$ cat src/rtl/mul_div_unit.sv
// Iterative multiply/divide unit: one bit per cycle shift-add multiply and
// restoring shift-subtract divide, writing the HI/LO result registers.
module mul_div_unit #(
  parameter int unsigned WIDTH = 32
) (
  input  logic             clk,
  input  logic             reset,
  input  logic             start,
  input  logic [2:0]       MDUop,
  input  logic [WIDTH-1:0] A,
  input  logic [WIDTH-1:0] B,
  output logic             busy,
  output logic [WIDTH-1:0] HI,
  output logic [WIDTH-1:0] LO
);

  localparam int unsigned CntW = $clog2(WIDTH + 1);
  localparam int unsigned AccW = 2 * WIDTH + 1;

  localparam logic [2:0] OpMult  = 3'd1;
  localparam logic [2:0] OpMultu = 3'd2;
  localparam logic [2:0] OpDiv   = 3'd3;
  localparam logic [2:0] OpDivu  = 3'd4;
  localparam logic [2:0] OpMthi  = 3'd5;
  localparam logic [2:0] OpMtlo  = 3'd6;

  typedef enum logic [1:0] {StIdle, StRun, StFix} state_e;

  state_e            state_q, state_d;
  logic [CntW-1:0]   cnt_q, cnt_d;
  // Multiply: {carry, product}. Divide: low WIDTH bits hold dividend, then quotient.
  logic [AccW-1:0]   acc_q, acc_d;
  logic [WIDTH:0]    rem_q, rem_d;
  // Multiplicand for multiply, divisor for divide.
  logic [WIDTH-1:0]  opd_q, opd_d;
  // Raw dividend, returned in HI on divide-by-zero.
  logic [WIDTH-1:0]  araw_q, araw_d;
  logic              is_div_q, is_div_d;
  logic              div0_q, div0_d;
  logic              qsign_q, qsign_d;
  logic              rsign_q, rsign_d;
  logic [WIDTH-1:0]  hi_q, hi_d;
  logic [WIDTH-1:0]  lo_q, lo_d;

  logic              launch, op_arith, op_signed, op_div, last_iter;
  logic [WIDTH-1:0]  abs_a, abs_b;
  logic [AccW-1:0]   mul_sum;
  logic [WIDTH:0]    div_shift, div_diff;
  logic [2*WIDTH-1:0] prod;

  // Operation decode and operand magnitudes
  always_comb begin
    launch    = start && (state_q == StIdle);
    op_arith  = (MDUop == OpMult) || (MDUop == OpMultu) || (MDUop == OpDiv) || (MDUop == OpDivu);
    op_signed = (MDUop == OpMult) || (MDUop == OpDiv);
    op_div    = (MDUop == OpDiv) || (MDUop == OpDivu);
    abs_a     = (op_signed && A[WIDTH-1]) ? (~A + 1'b1) : A;
    abs_b     = (op_signed && B[WIDTH-1]) ? (~B + 1'b1) : B;
    last_iter = (cnt_q == CntW'(WIDTH - 1));
  end

  // State register
  always_ff @(posedge clk or negedge reset) begin
    if (!reset) state_q <= StIdle;
    else        state_q <= state_d;
  end

  // Next-state logic
  always_comb begin
    state_d = state_q;
    unique case (state_q)
      StIdle:  if (launch && op_arith) state_d = StRun;
      StRun:   if (last_iter) state_d = StFix;
      StFix:   state_d = StIdle;
      default: state_d = StIdle;
    endcase
  end

  // FSM outputs
  always_comb begin
    busy = (state_q != StIdle);
  end

  // Datapath next-state: operand latch, iteration step, sign fix and writeback
  always_comb begin
    cnt_d    = cnt_q;
    acc_d    = acc_q;
    rem_d    = rem_q;
    opd_d    = opd_q;
    araw_d   = araw_q;
    is_div_d = is_div_q;
    div0_d   = div0_q;
    qsign_d  = qsign_q;
    rsign_d  = rsign_q;
    hi_d     = hi_q;
    lo_d     = lo_q;
    prod     = acc_q[2*WIDTH-1:0];

    mul_sum   = acc_q + (acc_q[0] ? {1'b0, opd_q, {WIDTH{1'b0}}} : {AccW{1'b0}});
    div_shift = {rem_q[WIDTH-1:0], acc_q[WIDTH-1]};
    div_diff  = div_shift - {1'b0, opd_q};

    unique case (state_q)
      StIdle: begin
        if (launch) begin
          if (op_arith) begin
            cnt_d    = '0;
            acc_d    = {{(WIDTH + 1){1'b0}}, (op_div ? abs_a : abs_b)};
            opd_d    = op_div ? abs_b : abs_a;
            rem_d    = '0;
            araw_d   = A;
            is_div_d = op_div;
            div0_d   = op_div && (B == '0);
            qsign_d  = op_signed && (A[WIDTH-1] ^ B[WIDTH-1]);
            rsign_d  = op_signed && A[WIDTH-1];
          end else if (MDUop == OpMthi) begin
            hi_d = A;
          end else if (MDUop == OpMtlo) begin
            lo_d = A;
          end
        end
      end
      StRun: begin
        cnt_d = cnt_q + 1'b1;
        if (is_div_q) begin
          // Negative trial difference means restore (keep shifted value).
          rem_d              = div_diff[WIDTH] ? div_shift : div_diff;
          acc_d[WIDTH-1:0]   = {acc_q[WIDTH-2:0], ~div_diff[WIDTH]};
        end else begin
          acc_d = mul_sum >> 1;
        end
      end
      StFix: begin
        if (is_div_q) begin
          if (div0_q) begin
            hi_d = araw_q;
            lo_d = '1;
          end else begin
            lo_d = qsign_q ? (~acc_q[WIDTH-1:0] + 1'b1) : acc_q[WIDTH-1:0];
            hi_d = rsign_q ? (~rem_q[WIDTH-1:0] + 1'b1) : rem_q[WIDTH-1:0];
          end
        end else begin
          if (qsign_q) prod = ~acc_q[2*WIDTH-1:0] + 1'b1;
          hi_d = prod[2*WIDTH-1:WIDTH];
          lo_d = prod[WIDTH-1:0];
        end
      end
      default: ;
    endcase
  end

  // Datapath registers
  always_ff @(posedge clk or negedge reset) begin
    if (!reset) begin
      cnt_q    <= '0;
      acc_q    <= '0;
      rem_q    <= '0;
      opd_q    <= '0;
      araw_q   <= '0;
      is_div_q <= 1'b0;
      div0_q   <= 1'b0;
      qsign_q  <= 1'b0;
      rsign_q  <= 1'b0;
      hi_q     <= '0;
      lo_q     <= '0;
    end else begin
      cnt_q    <= cnt_d;
      acc_q    <= acc_d;
      rem_q    <= rem_d;
      opd_q    <= opd_d;
      araw_q   <= araw_d;
      is_div_q <= is_div_d;
      div0_q   <= div0_d;
      qsign_q  <= qsign_d;
      rsign_q  <= rsign_d;
      hi_q     <= hi_d;
      lo_q     <= lo_d;
    end
  end

  assign HI = hi_q;
  assign LO = lo_q;

endmodule

$ cat config.mk
export PLATFORM = sky130hd
export DESIGN_NAME = mul_div_unit
export DESIGN_NICKNAME = d
export VERILOG_FILES = /design/src/rtl/mul_div_unit.sv
export SDC_FILE = /design/constraint.sdc
export NUM_CORES = 1
export LEC_CHECK = 0
export ABC_AREA = 1
export BUFFER_PORTS_ARGS = -buffer_cell sky130_fd_sc_hd__clkbuf_2
export CAP_MARGIN = 5
export CORE_MARGIN = 2
export CORE_UTILIZATION = 25
export DETAILED_ROUTE_END_ITERATION = 7
export HOLD_SLACK_MARGIN = 0.06
export PLACE_DENSITY_LB_ADDON = 0.12
export SKIP_LAST_GASP = 1
export SYNTH_ARGS = -nofsm -noshare
export SYNTH_HDL_FRONTEND = slang
export SYNTH_SLANG_ARGS = --single-unit
$ cat constraint.sdc
create_clock -name clk -period 3.5 [get_ports clk]
set_input_delay 0 -clock clk [delete_from_list [all_inputs] [get_ports clk]]
set_output_delay 0 -clock clk [all_outputs]
set_load 0.005 [all_outputs]
### Yosys cells after proc, flatten, opt, wreduce, memory -nomap -nowiden

Cells that the tools add are included.
W data, S select, Z words.

* register bits after elaboration: 237
* latch bits: 0
* memory bits (writable): 0
* ROM bits: 0
* output and inout bits: 65
* logic and storage cells: 107
* memories: 0

* $add $sub $neg: 8
* multiply operators: 0
* divide/modulo/power cells: 0
* magnitude comparators: 0
* equality and inequality tests: 19
* shifts and indexed selects: 0
* mux-type cells: 37
* bitwise logic cells: 7
* reduce and logical (&&, ||, !) cells: 23

Operators by type and width (number)
* $mux W32: 22
* $pmux W32 S2: 3
* $mux W65: 2
* $pmux W65 S2: 1
* $add A32 B1 Y32 const B: 4
* $mux W64: 2
* $not A32 Y32: 4
* $add A65 B64 Y65: 1
* $add A64 B1 Y64 const B: 1
* $not A64 Y64: 1
* $mux W33: 1
* $sub A33 B32 Y33: 1
* $logic_not A32 Y1: 1
* $ne A2 B2 Y1 const B: 7
* $mux W6: 2
* $pmux W6 S2: 1
* $reduce_and A4 Y1: 3
* $eq A3 B3 Y1 const B: 3
* $add A6 B1 Y6 const B: 1
* $eq A3 B2 Y1 const B: 2
* $eq A6 B5 Y1 const B: 1
* $logic_and A1 B1 Y1: 6
* $ne A2 B1 Y1 const B: 3
* $reduce_and A3 Y1: 2
* 12 further kinds: 19

### Logic depth before layout (Yosys ltp)

* depth in word-level cells: 8
* mapped depth: 18

### Worst setup path before layout

No wires, ideal clock.

* path kind: register to register
* start point: register acc_q[0]
* end point: register acc_q[61]
* library setup time: 127 ps
* data arrival time: 2462 ps
* required time: 3373 ps
* path slack: 911 ps
* stages on the path, launching flop included: 14
* buffers on the path: 2
* period minus slack after synthesis: 2589 ps
* cell sequence: dfrtp_1 -> clkbuf_1 -> clkbuf_1 -> nand2_1 -> inv_1 -> ha_1 -> inv_1 -> fa_1 -> nor3_1 -> nor2_1 -> o21ai_0 -> nand4_1 -> a21oi_1 -> o21ai_0

* cells in the longest elaborated chain, start to end: 4

Ends and longest elaborated chain
* start, declared: line 32 `logic [AccW-1:0] acc_q, acc_d;`
* start signal, assigned: line 156 `acc_q <= '0;`
* start signal, assigned: line 168 `acc_q <= acc_d;`
* $mux W64: line 99 `mul_sum = acc_q + (acc_q[0] ? {1'b0, opd_q, {WIDTH{1'b0}}} : {AccW{1'b0}});`
* $add A65 B64 Y65 *: line 99
* $mux W33 *: line 125 `if (is_div_q) begin`
* $pmux W65 S2 *: line 103 `unique case (state_q)`

Mark *: on every way between the ends. The rest lies on a longest branch, timed or not. The select of a mux whose other input is x is not followed.
A chain may end at the register's enable or synchronous reset.

### Final worst setup path

* start point: register acc_q[31]
* end point: register acc_q[0]

* cells in the longest elaborated chain, start to end: 4

Ends and longest elaborated chain
* $sub A33 B32 Y33: line 101 `div_diff = div_shift - {1'b0, opd_q};`
* $not A1 Y1: line 128 `acc_d[WIDTH-1:0] = {acc_q[WIDTH-2:0], ~div_diff[WIDTH]};`
* $mux W32: line 125
* $pmux W65 S2: line 103

No other way between the ends.

==> results.txt <==
----------------------------------------------------
[Status]
  Outcome ... complete, no violations

[Global routing]
  Aggregate global routing overflow ... 0
  Via count of the first global-routing pass ... 22351
  Initial antenna violation count ... 4
  Largest net degree at the start of global routing ... 94
  All-Layer GR Usage ... 24.82%
  Wire length of the first global-routing pass ... 151.2 mm

[STA]
  Headroom to the max-slew limit ... 27.37%
  Final period utilization ... 90.30%
  Final critical delay including setup and external delays ... 3.160 ns
  Highest clock frequency the design can meet ... 316.4 MHz
  Final Hold Viols ... 0
  Max Transition Viols Final ... 0
  Worst Tran Pin Value ... 1.088 ns
  Final Setup Violations ... 0
  Unrepaired setup endpoints after global routing ... false
  Final WS setup ... 0.3396 ns
  Summed negative setup slack over all endpoints ... 0 ns
  Worst setup skew after layout ... 0.03566 ns

[Routing]
  Detailed Route WL ... 103.7 mm
  Number of detailed-route iterations in the first pass ... 6
  Wire length per cell after detailed routing ... 23.09 µm
  Vias ... 22533
  DR vias/cell ... 5.015
  Initial detailed-routing violation count ... 1811
  Detailed-route DRC error count ... 0
  Detail Route Antenna Nets ... 0

[Min path]
  Worst min-delay path category ... input port to async pin

[Setup path]
  Startpoint of the worst-slack reg-to-reg timing path ... acc_q[31]$_DFFE_PN0P_
  Most common cell on crit path ... sky130_fd_sc_hd__nand2_1
  Largest fanout on the critical path ... 33
  Required time worst endpoint ... 4.00 ns
  Cell depth of the worst setup path ... 15
  CP cell instances ... inv_1 > ha_1 > fa_1 > o21ai_1 > nand2_1 > nand2_1 > nand2_1 > nand2_1 > nand2_1 > nand2_1 > nand2_1 > nand2_1 > buf_4 > nand2_1 > a22oi_1
  Crit start category ... flip-flop
  Timing endpoint of the critical path ... acc_q[0]$_DFFE_PN0P_
  Critical Path Source ... acc_q[31]$_DFFE_PN0P_
  Startpoint-to-endpoint class of the critical path ... flip-flop to flip-flop
  Cell depth of the worst flop-to-flop path ... 15
  Peak per-stage delay on the critical path ... 0.46 ns
  Crit path buf inv count ... 2
  Cell with the largest stage delay on the worst path ... sky130_fd_sc_hd__dfrtp_1
  Setup slack, reg-to-reg ... 0.34 ns
  Crit Reg-Reg Endpoint ... acc_q[0]$_DFFE_PN0P_
  CP endpoint kind ... flip-flop
  Top cell family by delay on the critical path ... simple AND/OR/NAND/NOR gates
  CP Data Arrival Time ... 3.66 ns

[Placement]
  RD Place Congestion ... 0.9249
  Worst slack after detailed placement ... 0.3198 ns
  Final HPWL from detailed placement ... 84.15 mm
  Input/output buffers ... 134

[Yosys]
  Yosys top cell by area ... sky130_fd_sc_hd__dfrtp_1
  Number of different library cells in the post-synthesis netlist ... 51
  Yosys reg bits ... 236
  Avg Synthesized Cell Area ... 6.178 µm²
  Net count of the mapped netlist ... 3387
  Sequential-to-total area share from yosys stat ... 29.45%
  Share of Yosys cell area claimed by the top area cell type ... 29.45%
  Synth top area cells ... sky130_fd_sc_hd__dfrtp_1, sky130_fd_sc_hd__nand2_1, sky130_fd_sc_hd__nor2_1
  Post-synthesis instance area ... 20050 µm²
  Top_reg_cell synth ... sky130_fd_sc_hd__dfrtp_1
  Count of flip-flops with a built-in enable after synthesis ... 0
  Proportion of synthesized flip-flops having asynchronous set or reset ... 100.0%
  Count of synthesis-stage warnings from yosys ... 0
  Post-synthesis instance total ... 3246

[Layout]
  Fraction of layout instances using a drive strength above 1 ... 8.113%
  Commonest non-fill, non-tap cell in the layout ... sky130_fd_sc_hd__nand2_1
  Syn-to-layout area delta ... 18.76%
  Most used cells in the layout excluding fill and tap cells ... sky130_fd_sc_hd__nand2_1, sky130_fd_sc_hd__nor2_1, sky130_fd_sc_hd__inv_1
  FF+latch area ... 5907 µm²
  Net total in the final layout ... 3558
  Filler cell count in the final layout ... 9063
  Footprint of the multi-input gates ... 12460 µm²

[Clock tree]
  Post-CTS clock slew at the launch and capture registers of the worst setup and hold paths ... 0.06 ns
  TritonCTS Buffers ... 34
  Sink count of the clock tree ... 236
  Clock root buffer ... sky130_fd_sc_hd__clkbuf_16
  Bufs on Longest Clock Path ... 3
  Post-cts sizing count ... 0
  Total number of H-tree levels ... 2
  Latest clock arrival within the worst-skew pair ... 0.58 ns
  Post-CTS setup repair buffer count ... 0
  Clock tree from TritonCTS ... yes

[Pwr]
  Power density relative to cell area ... 693.1 nW/µm²
  Design Power ... 16.51 mW
  Leakage power ... 11.50 nW
  Peak ir drop on the vdd network ... 0.2700 mV

[Die]
  Number of primary I/O pins ... 135
  Effective utilization at floorplan ... 25.30%
  Die Span X ... 287.2 µm
  Core Rows ... 103
  Vertical extent of the die ... 287.2 µm
  Area of the core region ... 79260 µm²
  Area of the die ... 82500 µm²

[Flow run]
  Max cap viols ... 0

----------------------------------------------------
## sequential cells by signal (all words and copies together), names as in the netlist
name      cells
HI           32
LO           32
acc_q        64
araw_q       32
cnt_q         6
div0_q        1
is_div_q      1
opd_q        32
qsign_q       1
rem_q        32
rsign_q       1
state_q       2
## cell usage after synthesis, types with 28 or more instances
cell type and count:
sky130_fd_sc_hd__a21oi_1 218, sky130_fd_sc_hd__nand2_1 937, sky130_fd_sc_hd__nand3_1 271, sky130_fd_sc_hd__nor2_1 490
sky130_fd_sc_hd__clkbuf_1 69, sky130_fd_sc_hd__dfrtp_1 236, sky130_fd_sc_hd__xor2_1 50, sky130_fd_sc_hd__nand4_1 28
sky130_fd_sc_hd__nor3_1 34, sky130_fd_sc_hd__buf_2 28, sky130_fd_sc_hd__inv_1 317, sky130_fd_sc_hd__o21ai_0 251
sky130_fd_sc_hd__ha_1 69, sky130_fd_sc_hd__a221oi_1 29
## final cells by class
| type | count | area share (%) |
|---|---|---|
| multi-input combinational | 2567 | 52.32 |
| sequential | 236 | 24.80 |
| timing repair buffer | 251 | 7.334 |
| tap | 1050 | 5.516 |
| inverter | 327 | 5.154 |
| clock buffer | 48 | 4.087 |
| clock inverter | 10 | 0.7460 |
| antenna | 4 | 0.04203 |
## layer usage
metal | up-vias | part of all wire (%) | global-route usage (%)
met4 | 4 | 5.5 | 12.33
met3 | 173 | 4.6 | 3.690
met1 | 10709 | 45 | 32.33
met2 | 628 | 45 | 39.98
met5 | - | 0.018 | 0
li1 | 11019 | - | -
## per-stage QoR
step	hold WS, ns	util, %	cells	instance area [µm²]
CTS	0.06208	30.04	4489	23810
detailed placement	0.04939	27.83	4371	22050
global placement	0.06022	27.83	4371	22050
floorplan	-0.2956	-	3246	20050
finish	0.05168	30.05	4493	23820
global route	0.07261	30.04	4489	23810
## cells by family after synthesis
logic type                 count (synthesis)  synth area share [%]
and+or+nand+nor                         1809                 36.99
AOI/OAI and AO/OA                        619                 17.56
buffers and inverters                    443                 8.523
DFF                                      236                 29.45
adders and majority gates                 71                 4.505
xor gates and xnor gates                  68                 2.970
## power breakdown
group	leakage [nW]	switching, mW	total (mW)	internal, mW
combinational	8.11	5.82	8.51	2.69
sequential	2.84	1.03	4.34	3.32
clock	0.553	1.48	3.66	2.17
## worst min-delay path by stage
stage               start                endpoint  slack, ns
floorplan           reset       HI[0]$_DFFE_PN0P_      -0.30
global placement    reset      HI[21]$_DFFE_PN0P_       0.06
detailed placement  reset      HI[31]$_DFFE_PN0P_       0.05
CTS                 A[27]  araw_q[27]$_DFFE_PN0P_       0.06
global route        A[23]  araw_q[23]$_DFFE_PN0P_       0.07
finish              reset      HI[21]$_DFFE_PN0P_       0.05
## repair_timing
item,in CTS,in global routing
endpoints found under the setup margin,0,0
endpoints found under the hold margin,306,0
hold buffers,60,0
(Power assumes the default switching activity.)
